==> src/rtl/uart_tx_frame_sched_if.sv <==
// Requester/TX-core bundle for uart_tx_frame_sched.
// The scheduler uses the master view; the game logic and TX core side use slave.
interface uart_tx_frame_sched_if #(
   parameter int unsigned N_REQ = 2
);
   logic [N_REQ-1:0]    req_valid;
   logic [32*N_REQ-1:0] req_data;
   logic [N_REQ-1:0]    req_ready;
   logic                tx_start;
   logic [7:0]          tx_data;
   logic                tx_done;
   logic                busy;
   logic                timeout_err;

   modport master (
      input  req_valid, req_data, tx_done,
      output req_ready, tx_start, tx_data, busy, timeout_err
   );

   modport slave (
      output req_valid, req_data, tx_done,
      input  req_ready, tx_start, tx_data, busy, timeout_err
   );
endinterface

==> src/rtl/uart_tx_frame_sched.sv <==
// Round-robin scheduler that sends a granted 32-bit game word as a 5-byte UART frame:
// header (HDR_BASE | index) followed by the word bytes LSB first, one byte per TX handshake.
module uart_tx_frame_sched #(
   parameter int unsigned N_REQ          = 2,
   parameter logic [7:0]  HDR_BASE       = 8'hA0,
   parameter int unsigned GAP_CYCLES     = 16,
   parameter int unsigned TIMEOUT_CYCLES = 1_000_000
) (
   input logic                   clk,
   input logic                   rst,
   uart_tx_frame_sched_if.master bus
);
   localparam int unsigned CNT_MAX = (GAP_CYCLES > TIMEOUT_CYCLES) ? GAP_CYCLES : TIMEOUT_CYCLES;
   localparam int unsigned CW      = $clog2(CNT_MAX + 1);
   localparam int unsigned IW      = (N_REQ > 1) ? $clog2(N_REQ) : 1;

   typedef enum logic [2:0] {IDLE, LOAD, SEND, WAIT, GAP} state_t;

   state_t           state_q, state_d;
   logic [IW-1:0]    ptr_q, ptr_d;
   logic [IW-1:0]    idx_q, idx_d;
   logic [31:0]      word_q, word_d;
   logic [2:0]       bidx_q, bidx_d;
   logic [CW-1:0]    cnt_q, cnt_d;
   logic [N_REQ-1:0] ready_q, ready_d;
   logic             start_q, start_d;
   logic [7:0]       data_q, data_d;
   logic             busy_q, busy_d;
   logic             terr_q, terr_d;

   logic             found;
   logic [IW-1:0]    pick;
   logic [IW:0]      rr_j;
   logic [31:0]      req_word;
   logic [7:0]       word_byte;

   always_ff @(posedge clk) begin
      if (rst) begin
         state_q <= IDLE;
         ptr_q   <= '0;
         idx_q   <= '0;
         word_q  <= '0;
         bidx_q  <= '0;
         cnt_q   <= '0;
         ready_q <= '0;
         start_q <= 1'b0;
         data_q  <= '0;
         busy_q  <= 1'b0;
         terr_q  <= 1'b0;
      end else begin
         state_q <= state_d;
         ptr_q   <= ptr_d;
         idx_q   <= idx_d;
         word_q  <= word_d;
         bidx_q  <= bidx_d;
         cnt_q   <= cnt_d;
         ready_q <= ready_d;
         start_q <= start_d;
         data_q  <= data_d;
         busy_q  <= busy_d;
         terr_q  <= terr_d;
      end
   end

   always_comb begin
      found     = 1'b0;
      pick      = '0;
      rr_j      = '0;
      req_word  = '0;
      word_byte = '0;
      state_d   = state_q;
      ptr_d     = ptr_q;
      idx_d     = idx_q;
      word_d    = word_q;
      bidx_d    = bidx_q;
      cnt_d     = cnt_q;
      ready_d   = '0;
      start_d   = 1'b0;
      data_d    = data_q;
      terr_d    = 1'b0;

      // First requester at or after the pointer, wrapping modulo N_REQ.
      for (int unsigned i = 0; i < N_REQ; i++) begin
         rr_j = {1'b0, ptr_q} + (IW+1)'(i);
         if (rr_j >= (IW+1)'(N_REQ)) rr_j = rr_j - (IW+1)'(N_REQ);
         if (!found && bus.req_valid[rr_j[IW-1:0]]) begin
            found = 1'b1;
            pick  = rr_j[IW-1:0];
         end
      end
      for (int unsigned i = 0; i < N_REQ; i++)
         if (pick == IW'(i)) req_word = bus.req_data[32*i +: 32];
      for (int unsigned b = 0; b < 4; b++)
         if (bidx_q == 3'(b)) word_byte = word_q[8*b +: 8];

      unique case (state_q)
         IDLE: if (found) begin
            idx_d         = pick;
            word_d        = req_word;
            ready_d[pick] = 1'b1;
            ptr_d         = (pick == IW'(N_REQ - 1)) ? '0 : pick + 1'b1;
            state_d       = LOAD;
         end
         // LOAD and SEND both issue the start pulse on exit, so tx_start is high
         // during the first WAIT cycle; that keeps header and data latencies exact.
         LOAD: begin
            data_d  = HDR_BASE | 8'(idx_q);
            bidx_d  = '0;
            start_d = 1'b1;
            cnt_d   = '0;
            state_d = WAIT;
         end
         SEND: begin
            start_d = 1'b1;
            cnt_d   = '0;
            state_d = WAIT;
         end
         WAIT: begin
            if (bus.tx_done && !start_q) begin
               cnt_d = '0;
               if (bidx_q == 3'd4) begin
                  state_d = GAP;
               end else begin
                  data_d  = word_byte;
                  bidx_d  = bidx_q + 1'b1;
                  state_d = SEND;
               end
            end else if (cnt_q == CW'(TIMEOUT_CYCLES - 1)) begin
               terr_d  = 1'b1;
               cnt_d   = '0;
               state_d = GAP;
            end else begin
               cnt_d = cnt_q + 1'b1;
            end
         end
         GAP: begin
            if (cnt_q == CW'(GAP_CYCLES - 1)) state_d = IDLE;
            else cnt_d = cnt_q + 1'b1;
         end
         default: state_d = IDLE;
      endcase

      busy_d = (state_d != IDLE);
   end

   assign bus.req_ready   = ready_q;
   assign bus.tx_start    = start_q;
   assign bus.tx_data     = data_q;
   assign bus.busy        = busy_q;
   assign bus.timeout_err = terr_q;
endmodule
==> src/flat_wrapper.sv <==
// flat-port wrapper written by rule: the top's interface ports become plain ports
module uart_tx_frame_sched_flat 
#(
   parameter int unsigned N_REQ          = 2,
   parameter logic [7:0]  HDR_BASE       = 8'hA0,
   parameter int unsigned GAP_CYCLES     = 16,
   parameter int unsigned TIMEOUT_CYCLES = 1_000_000
)
  (clk, rst, bus_req_valid, bus_req_data, bus_tx_done, bus_req_ready, bus_tx_start, bus_tx_data, bus_busy, bus_timeout_err);
  uart_tx_frame_sched_if #(.N_REQ(N_REQ)) bus_i ();
  input logic clk;
  input logic rst;
  input wire logic [$bits(bus_i.req_valid)-1:0] bus_req_valid;
  input wire logic [$bits(bus_i.req_data)-1:0] bus_req_data;
  input wire logic [$bits(bus_i.tx_done)-1:0] bus_tx_done;
  output wire logic [$bits(bus_i.req_ready)-1:0] bus_req_ready;
  output wire logic [$bits(bus_i.tx_start)-1:0] bus_tx_start;
  output wire logic [$bits(bus_i.tx_data)-1:0] bus_tx_data;
  output wire logic [$bits(bus_i.busy)-1:0] bus_busy;
  output wire logic [$bits(bus_i.timeout_err)-1:0] bus_timeout_err;
  assign bus_i.req_valid = bus_req_valid;
  assign bus_i.req_data = bus_req_data;
  assign bus_i.tx_done = bus_tx_done;
  assign bus_req_ready = bus_i.req_ready;
  assign bus_tx_start = bus_i.tx_start;
  assign bus_tx_data = bus_i.tx_data;
  assign bus_busy = bus_i.busy;
  assign bus_timeout_err = bus_i.timeout_err;
  uart_tx_frame_sched #(.N_REQ(N_REQ), .HDR_BASE(HDR_BASE), .GAP_CYCLES(GAP_CYCLES), .TIMEOUT_CYCLES(TIMEOUT_CYCLES)) u_core (.clk(clk), .rst(rst), .bus(bus_i));
endmodule
==> config.mk <==
export PLATFORM = sky130hd
export DESIGN_NAME = uart_tx_frame_sched_flat
export DESIGN_NICKNAME = d
export VERILOG_FILES = /design/src/rtl/uart_tx_frame_sched_if.sv /design/src/rtl/uart_tx_frame_sched.sv /design/src/flat_wrapper.sv
export SDC_FILE = /design/constraint.sdc
export NUM_CORES = 1
export LEC_CHECK = 0
export ABC_AREA = 1
export CORE_ASPECT_RATIO = 0.75
export CORE_MARGIN = 5
export CORE_UTILIZATION = 56
export DETAILED_ROUTE_END_ITERATION = 8
export GPL_ROUTABILITY_DRIVEN = 1
export PLACE_DENSITY = 0.85
export SYNTH_ARGS = -nofsm -noshare
export SYNTH_HDL_FRONTEND = slang
export SYNTH_SLANG_ARGS = --single-unit
==> constraint.sdc <==
create_clock -name clk -period 2.6 [get_ports clk]
set_input_delay 0.52 -clock clk [delete_from_list [all_inputs] [get_ports clk]]
set_output_delay 0.52 -clock clk [all_outputs]
set_load 0.05 [all_outputs]
==> results, run 1 <==
- The worst min-delay path endpoint is u_core.ptr_q$_SDFFE_PP0P_.
- Across the VDD grid, the largest voltage drop is 334 uV.
- 82 I/O pins were placed.
- Yosys printed 0 warnings.
- The synthesized design contains 73 register bits.
- The clock passes through at most 2 buffers.
- The number of sinks handled by clock tree synthesis is 73.
- After clock tree synthesis, the clock-pin slew on the worst setup and hold paths is 0.07 ns.
- Across all register-to-register paths, the minimum setup slack is 0.46 ns.
- The accumulated negative setup slack is 0 ns.
- The count of buffers added on input and output ports is 81.
- The number of hold buffers added after cts is 0.
- In the layout the commonest cells are sky130_fd_sc_hd__nand2_1 (138), sky130_fd_sc_hd__nand3_1 (101), sky130_fd_sc_hd__clkdlybuf4s50_1 (81).
- The worst setup path is captured at a flip-flop.
- TritonCTS built the clock tree.
- Setup repair after global routing left no endpoint under its margin.
- After routing the design area is 5090 um^2.
- Of the total power, the share spent switching nets is 34.3%.
- Power spread over the standard cell area amounts to 640 nW/um^2.
- The DRC marker count from the first detailed-route iteration is 473.
- Counting the buffers created by CTS gives 9.
- Cells with a size suffix above 1 make up 7.58% of the layout.
- The number of nets with antenna violations after routing is 0.
- The smallest clock period supported by the final layout is computed as 2.14 ns.
- A synthesized cell averages 6.59 um^2.
- The number of antenna violations at the first check in global routing is 0.
- The final-report setup violation count is 0.
- The worst setup slack after layout is 0.464 ns.
- Compared with the post-synthesis result, the final layout area differs by 27.9%.
- For this run, the post-layout net count is 757.
- The number of hold-slack violations in the final timing report is 0.
- The startpoint identified for the worst register-to-register timing path is u_core.bidx_q[1]$_SDFFE_PP0P_.
- The number of antenna diodes in the final layout is 0.
- The final number of max-transition violations is 0.
- Timing analysis after detailed placement gives a worst setup slack of 0.354 ns.
- The path class of the lowest-slack min-delay path is reg -> reg.
- Along the worst path, the maximum fanout reaches 9.
- The setup skew after layout is 0.00360 ns.
- From left edge to right edge, the die measures 107 um.
- The detailed-placement wirelength estimate is 9010 um.
- The library cell used most frequently in the layout, excluding fill and tap cells, is sky130_fd_sc_hd__nand2_1.
- In this run the critical register-to-register path is captured at u_core.bus.tx_data[0]$_SDFFE_PP0P_.
- Synthesis produced a netlist whose cell count is 604.
- The final route contains 4,388 vias.
- The path depth of the worst reg2reg path is 10.
- The worst hold path begins at u_core.ptr_q$_SDFFE_PP0P_.
- The data required time at the worst endpoint is 2.88 ns.
- The run finished with clean final reports.
- The final RePlAce weighted congestion is 0.925.
- The quantity of gates resized following cts is 0.
- Along the worst hold path, the cell count comes to 2.
- The clock network latency to the later pin of the worst-skew pair is 0.35 ns.
- The highest attainable clock frequency is 468 MHz.
- The max-cap check violation count is 0.
- The post-synthesis net count is 679.
- The share of total power dissipated in the clock network is 30.1%.
- The total track usage is 27.7%.
- Summing every instance area after synthesis gives 3980 um^2.
- After detailed placement, the total cell area comes to 4870 um^2.
- The routed length per placed instance is 15.5 um.
- The endpoint arrival time on the critical path is 2.42 ns.
- The number of remaining DRC errors is 0.
- The startpoint kind of the worst setup timing path is a flip-flop.
- Per report_power, the sequential group accounts for 40.8% of the total.
- The region available for standard cell placement spans 6860 um^2.
- The root buffer cell chosen for the clock tree is sky130_fd_sc_hd__clkbuf_8.
- Of the total power, combinational logic draws 29.1%.
- Once the floorplan was initialized, standard cells occupied 57.9% of the core.
- Summed over all cells, the static leakage comes to 0.00210 uW.
- The worst pin sits at a relative slew slack of 57.0%.
- The post-synthesis cell type count is 37.
- The depth of the CTS H-tree is 3.
- Counting tap cells, the placed design contains a total of 769 instances.
- Excluding fillers, the count of instances in the completed layout stands at 784.
- The final wirelength is 12,100 um.
- The first global-routing pass estimated 20,100 um of wire.
- Dividing the final minimum period by the clock period gives 82.1%.
- The die covers 8910 um^2.
- After detailed routing, the number of vias per cell comes to 5.60.
- The pin count of the biggest net entering global routing is 34.
- The share of synthesized area occupied by flip-flops and latches is 36.7%.
- After floorplanning, the core was divided into 26 placement rows.
- The worst setup path category is reg -> reg.
- The switching component of the power is 1120 uW.
- The via count of the first global-routing pass is 4,163.
- The internal power of the cells totals 2140 uW.
- Tracing the worst setup path back leads to its startpoint at u_core.bidx_q[1]$_SDFFE_PP0P_.
- The slew of the pin with the lowest slew margin is 0.642 ns.
- The global-route congestion overflow total is 0.
- The number of optimization iterations in the first detailed-route pass is 7.
- From bottom edge to top edge, the die measures 83.0 um.
- The setup fix buffers added after clock tree synthesis is 0.
-- final cells by class --
type                    count  area [um^2]
repair buffers             91          886
clock inverters             5         80.1
well taps                  98          123
clock buffers              10          138
multi-input cells         431         2110
inverters                  76          287
flip-flops and latches     73         1460
fillers                   568         1780
-- cells by family (layout without fill, tap and decap cells) --
logic type	Yosys count	count (layout)	synth area share [%]
DFF	73	73	36.7
AOI/OAI and AO/OA	99	99	14.1
buffers and inverters	100	182	10.1
adders and majority gates	6	6	1.89
and+or+nand+nor	325	325	36.9
xor gates and xnor gates	1	1	0.220
-- Yosys cell counts --
master                     count  share of area, %
sky130_fd_sc_hd__a211oi_1      2              0.38
sky130_fd_sc_hd__a21boi_2      1              0.28
sky130_fd_sc_hd__a21oi_1      40               5.0
sky130_fd_sc_hd__a21oi_2       2              0.44
sky130_fd_sc_hd__a31o_2        1              0.22
sky130_fd_sc_hd__a31oi_1      13               2.0
sky130_fd_sc_hd__buf_1         1             0.094
sky130_fd_sc_hd__buf_2         8               1.0
sky130_fd_sc_hd__buf_4         2              0.38
sky130_fd_sc_hd__buf_6         1              0.28
sky130_fd_sc_hd__clkbuf_1     12               1.1
sky130_fd_sc_hd__clkinv_1      1             0.094
sky130_fd_sc_hd__clkinv_2      1              0.13
sky130_fd_sc_hd__dfxtp_1      73                37
sky130_fd_sc_hd__ha_1          6               1.9
sky130_fd_sc_hd__inv_1        69               6.5
sky130_fd_sc_hd__inv_2         5              0.47
sky130_fd_sc_hd__nand2_1     138                13
sky130_fd_sc_hd__nand2_2       1              0.16
sky130_fd_sc_hd__nand2_4       2              0.57
sky130_fd_sc_hd__nand3_1     101                13
sky130_fd_sc_hd__nand3_2       2              0.50
sky130_fd_sc_hd__nand3b_1      1              0.19
sky130_fd_sc_hd__nand3b_2      1              0.28
sky130_fd_sc_hd__nand4_1      12               1.9
sky130_fd_sc_hd__nor2_1       51               4.8
sky130_fd_sc_hd__nor2_2        6              0.94
sky130_fd_sc_hd__nor2_4        1              0.28
sky130_fd_sc_hd__nor3_1        4              0.50
sky130_fd_sc_hd__nor3_2        3              0.75
sky130_fd_sc_hd__nor4_1        1              0.16
sky130_fd_sc_hd__o211ai_1      9               1.7
sky130_fd_sc_hd__o21ai_0      22               2.8
sky130_fd_sc_hd__o21ai_1       7              0.88
sky130_fd_sc_hd__o21bai_1      2              0.38
sky130_fd_sc_hd__or2_2         1              0.16
sky130_fd_sc_hd__xor2_1        1              0.22
-- stage by stage --
stage          hold slack [ns]  total power, uW  util [%]
6_report                 0.498             3260      74.1
5_1_grt                  0.518             3420      74.1
4_1_cts                  0.500             3260      74.1
3_5_place_dp             0.481             2280      71.0
3_3_place_gp             0.461             2250      71.0
2_1_floorplan            0.451             1940         -
-- sequential cells by signal, indices dropped and copies added (netlist names) --
signal and flops:
u_core.bidx_q 3, u_core.bus.busy 1, u_core.bus.req_ready 2, u_core.bus.timeout_err 1, u_core.bus.tx_data 8, u_core.bus.tx_start 1, u_core.cnt_q 20, u_core.idx_q 1
u_core.ptr_q 1, u_core.state_q 3, u_core.word_q 32
-- critical path, stage by stage (launching register included) --
cell and delay (ns):
sky130_fd_sc_hd__dfxtp_1 0.33, sky130_fd_sc_hd__inv_1 0.10, sky130_fd_sc_hd__ha_1 0.15, sky130_fd_sc_hd__clkinv_1 0.26, sky130_fd_sc_hd__nor2_1 0.59, sky130_fd_sc_hd__nand2_1 0.17, sky130_fd_sc_hd__nand3_1 0.13, sky130_fd_sc_hd__o21ai_0 0.09
sky130_fd_sc_hd__nand2_1 0.07, sky130_fd_sc_hd__nand2_1 0.05, sky130_fd_sc_hd__a21oi_1 0.13
-- how the worst max path moves through the flow --
stage | slack [ns] | to
after floorplan | 1.02 | u_core.cnt_q[16]$_SDFFE_PP0P_
after global placement | 0.45 | u_core.word_q[7]$_SDFFE_PP0P_
after detailed placement | 0.35 | u_core.word_q[10]$_SDFFE_PP0P_
after CTS | 0.52 | bus_tx_start
after global routing | 0.27 | u_core.bus.tx_data[0]$_SDFFE_PP0P_
final | 0.46 | u_core.bus.tx_data[0]$_SDFFE_PP0P_
-- layer usage --
layer | GRT usage (%) | routed length [um] | vias to the layer above
li1 | - | - | 2151
met3 | 10.2 | 1510 | 18
met2 | 41.5 | 5230 | 258
met1 | 38.0 | 5260 | 1961
met4 | 6.50 | 151 | 0
met5 | 0 | 0 | -
-- power by group through the flow --
| stage | Sequential [uW] | Clock, uW | Combinational, uW |
|---|---|---|---|
| 2_1_floorplan | 1440 | 0 | 506 |
| 3_3_place_gp | 1340 | 0 | 907 |
| 3_5_place_dp | 1350 | 0 | 931 |
| 4_1_cts | 1330 | 997 | 939 |
| 5_1_grt | 1340 | 1050 | 1030 |
| 6_report | 1330 | 980 | 949 |
(Power assumes the default switching activity.)
==> run 2: changes to the inputs <==
Settings changed: CORE_UTILIZATION 56 to 52, PLACE_DENSITY 0.85 to 0.8.
Clock period 2.6 ns to 2.1 ns, I/O delays scaled along.
==> results, run 2 (synthesized netlist as in run 1, its figures left out) <==
- The register name with the most flops is u_core.word_q.
- The die area is 9520 um^2.
- The pin count of the biggest net entering global routing is 27.
- The setup skew after layout is 0.00823 ns.
- No sink is reached through more buffers than the 2 on the longest clock path.
- The combined area of the multi-input logic cells is 2110 um^2.
- At the end of routability-driven placement, the weighted congestion stood at 0.955.
- The initial utilization of the core area, before any placement, comes to 53.8%.
- The master cell of the clock root buffer is sky130_fd_sc_hd__clkbuf_8.
- The number of fill cells is 621.
- The cell family with the largest share of critical-path delay is buffers and inverters.
- The final wirelength is 11,800 um.
- The overall power is 4100 uW.
- The total power per unit cell area is 793 nW/um^2.
- The critical path buffer and inverter count is 1.
- The setup fix buffers added after clock tree synthesis is 0.
- The x dimension of the die is 111 um.
- The analysis attributes to cell leakage a power of 0.00215 uW.
- The share of the clock period used by the worst path after layout is 93.1%.
- The share of the core filled with cells in the final layout is 69.9%.
- The most common library cell in the layout ignoring fill and taps is sky130_fd_sc_hd__nand2_1.
- For this run, design rule violations remaining after detail routing come to 0.
- The switching share of power is 34.1%.
- The number of nets with antenna violations after routing is 0.
- After clock tree synthesis, the clock-pin slew on the worst setup and hold paths is 0.08 ns.
- The layer flagged by global routing as most heavily used is met2.
- The number of antenna violations at the first check in global routing is 0.
- The worst path in the final design needs a cycle of 1.95 ns, including I/O delays and setup.
- The number of sinks handled by clock tree synthesis is 73.
- Global routing used 25.2% of the available tracks.
- Pin placement for this block handled 82 I/O pins.
- The global routing usage on met3 is 6.56%.
- The region available for standard cell placement spans 7400 um^2.
- STA classifies the critical path endpoint as an output port.
- The floorplan die height is 85.7 um.
- The number of buffers added by the clock tree synthesis step is 9.
- The slew of the pin with the lowest slew margin is 0.520 ns.
- The endpoint arrival time on the critical path is 1.53 ns.
- Cells with a size suffix above 1 make up 8.75% of the layout.
- The number of hold-slack violations in the final timing report is 0.
- The part of the power in the clock network is 30.2%.
- Combinational logic burns 29.8% of the power.
- The path class of the tightest hold or removal check is reg -> reg.
- The analysis attributes to net switching a power of 1400 uW.
- The highest attainable clock frequency is 512 MHz.
- The number of rows created at floorplan is 27.
- The routed length per placed instance is 14.7 um.
- The signed area change from the synthesized netlist to the final layout is 30.0%.
- The final-report setup violation count is 0.
- The later pin in the worst-skew pair is clocked with a latency of 0.35 ns.
- The proportion of power drawn by flip-flops and latches is 40.0%.
- The register with the most flip-flops in the layout has 32 of them.
- The via count of the first global-routing pass is 4,139.
- The global-route congestion overflow total is 0.
- The final number of max-transition violations is 0.
- The depth of the CTS H-tree is 3.
- Detailed placement ended at an HPWL of 8780 um.
- For this design, the slowest cell found on the critical path is sky130_fd_sc_hd__clkdlybuf4s50_1.
- In this run the tightest slew margin relative to its limit is 65.2%.
- The data required time at the worst endpoint is 1.68 ns.
- The critical path goes through clkdlybuf4s50_1.
- In this design, the stage delay of the slowest critical-path cell is 0.82 ns.
- The clock tree from TritonCTS is yes.
- The number of optimization iterations in the first detailed-route pass is 5.
- The smallest hold slack is 0.485 ns.
- The number of hold buffers added after cts is 0.
- Setup repair after global routing left no endpoint under its margin.
- The met1 track demand over resource is 34.6%.
- The antenna diode instance count is 0.
- The max-cap check violation count is 0.
- The internal portion of the total power is 2700 uW.
- The number of input and output port buffers inserted is 81.
- The number of nets in the finished design is 767.
- The met2 global-route usage is 38.7%.
- Post-CTS repair changed the size of 0 cells.
- The critical path in this run is classified as reg -> out.
- The maximum vdd ir drop is 394 uV.
- In this run the worst path has a maximum fanout of 2.
- The startpoint kind of the worst setup timing path is a flip-flop.
- The wire length of the first global-routing pass is 19,500 um.
- The run finished with clean final reports.
- The accumulated negative setup slack is 0 ns.
- Across the whole layout, storage elements account for 1460 um^2.
- The DRC marker count from the first detailed-route iteration is 548.
- Dividing the detail-routed via count by the number of cells gives 5.48.
- The detailed-route via count is 4,371.
- Leaving out fill and tap cells, the most frequent cells in the layout are sky130_fd_sc_hd__nand2_1 (138), sky130_fd_sc_hd__nand3_1 (101), sky130_fd_sc_hd__clkdlybuf4s50_1 (81).
run 2: power groups by stage:
stage | clock (uW) | sequential (uW) | combinational (uW)
floorplan | 0 | 1780 | 627
global placement | 0 | 1660 | 1170
detailed placement | 0 | 1670 | 1200
CTS | 1250 | 1640 | 1210
global route | 1310 | 1660 | 1340
finish | 1240 | 1640 | 1220
run 2: final cells by class:
class / instances / share of cell area (%)
repair buffers: 101 / 18.6
multi-input cells: 431 / 40.9
inverters: 76 / 5.54
clock inverters: 4 / 1.48
clock buffers: 12 / 2.81
flip-flops and latches: 73 / 28.3
well taps: 101 / 2.44
run 2: metal layers:
metal / wire, um / vias up / part of all wire (%)
met1: 5360 / 1937 / 46
li1: - / 2173 / -
met4: 200 / 0 / 1.7
met3: 1250 / 19 / 11
met5: 0 / - / 0
met2: 4970 / 242 / 42
run 2: final timing paths:
check	end	start	cells past startpoint	slack (ns)
hold reg to reg	u_core.idx_q$_SDFFE_PP0P_	u_core.idx_q$_SDFFE_PP0P_	2	0.48
setup reg to reg	u_core.cnt_q[3]$_SDFFE_PP0P_	u_core.cnt_q[0]$_SDFFE_PP0P_	9	0.31
setup / recovery	bus_tx_data[4]	u_core.bus.tx_data[4]$_SDFFE_PP0P_	1	0.15
hold / removal	u_core.idx_q$_SDFFE_PP0P_	u_core.idx_q$_SDFFE_PP0P_	2	0.48
run 2: per-stage QoR:
step | cell area, um^2 | setup slack, ns | std cells
finish | 5170 | 0.146 | 798
global placement | 4950 | 0.174 | 782
detailed placement | 4950 | 0.118 | 782
CTS | 5170 | 0.132 | 798
global route | 5170 | 0.107 | 798
floorplan | 3980 | 0.519 | 604
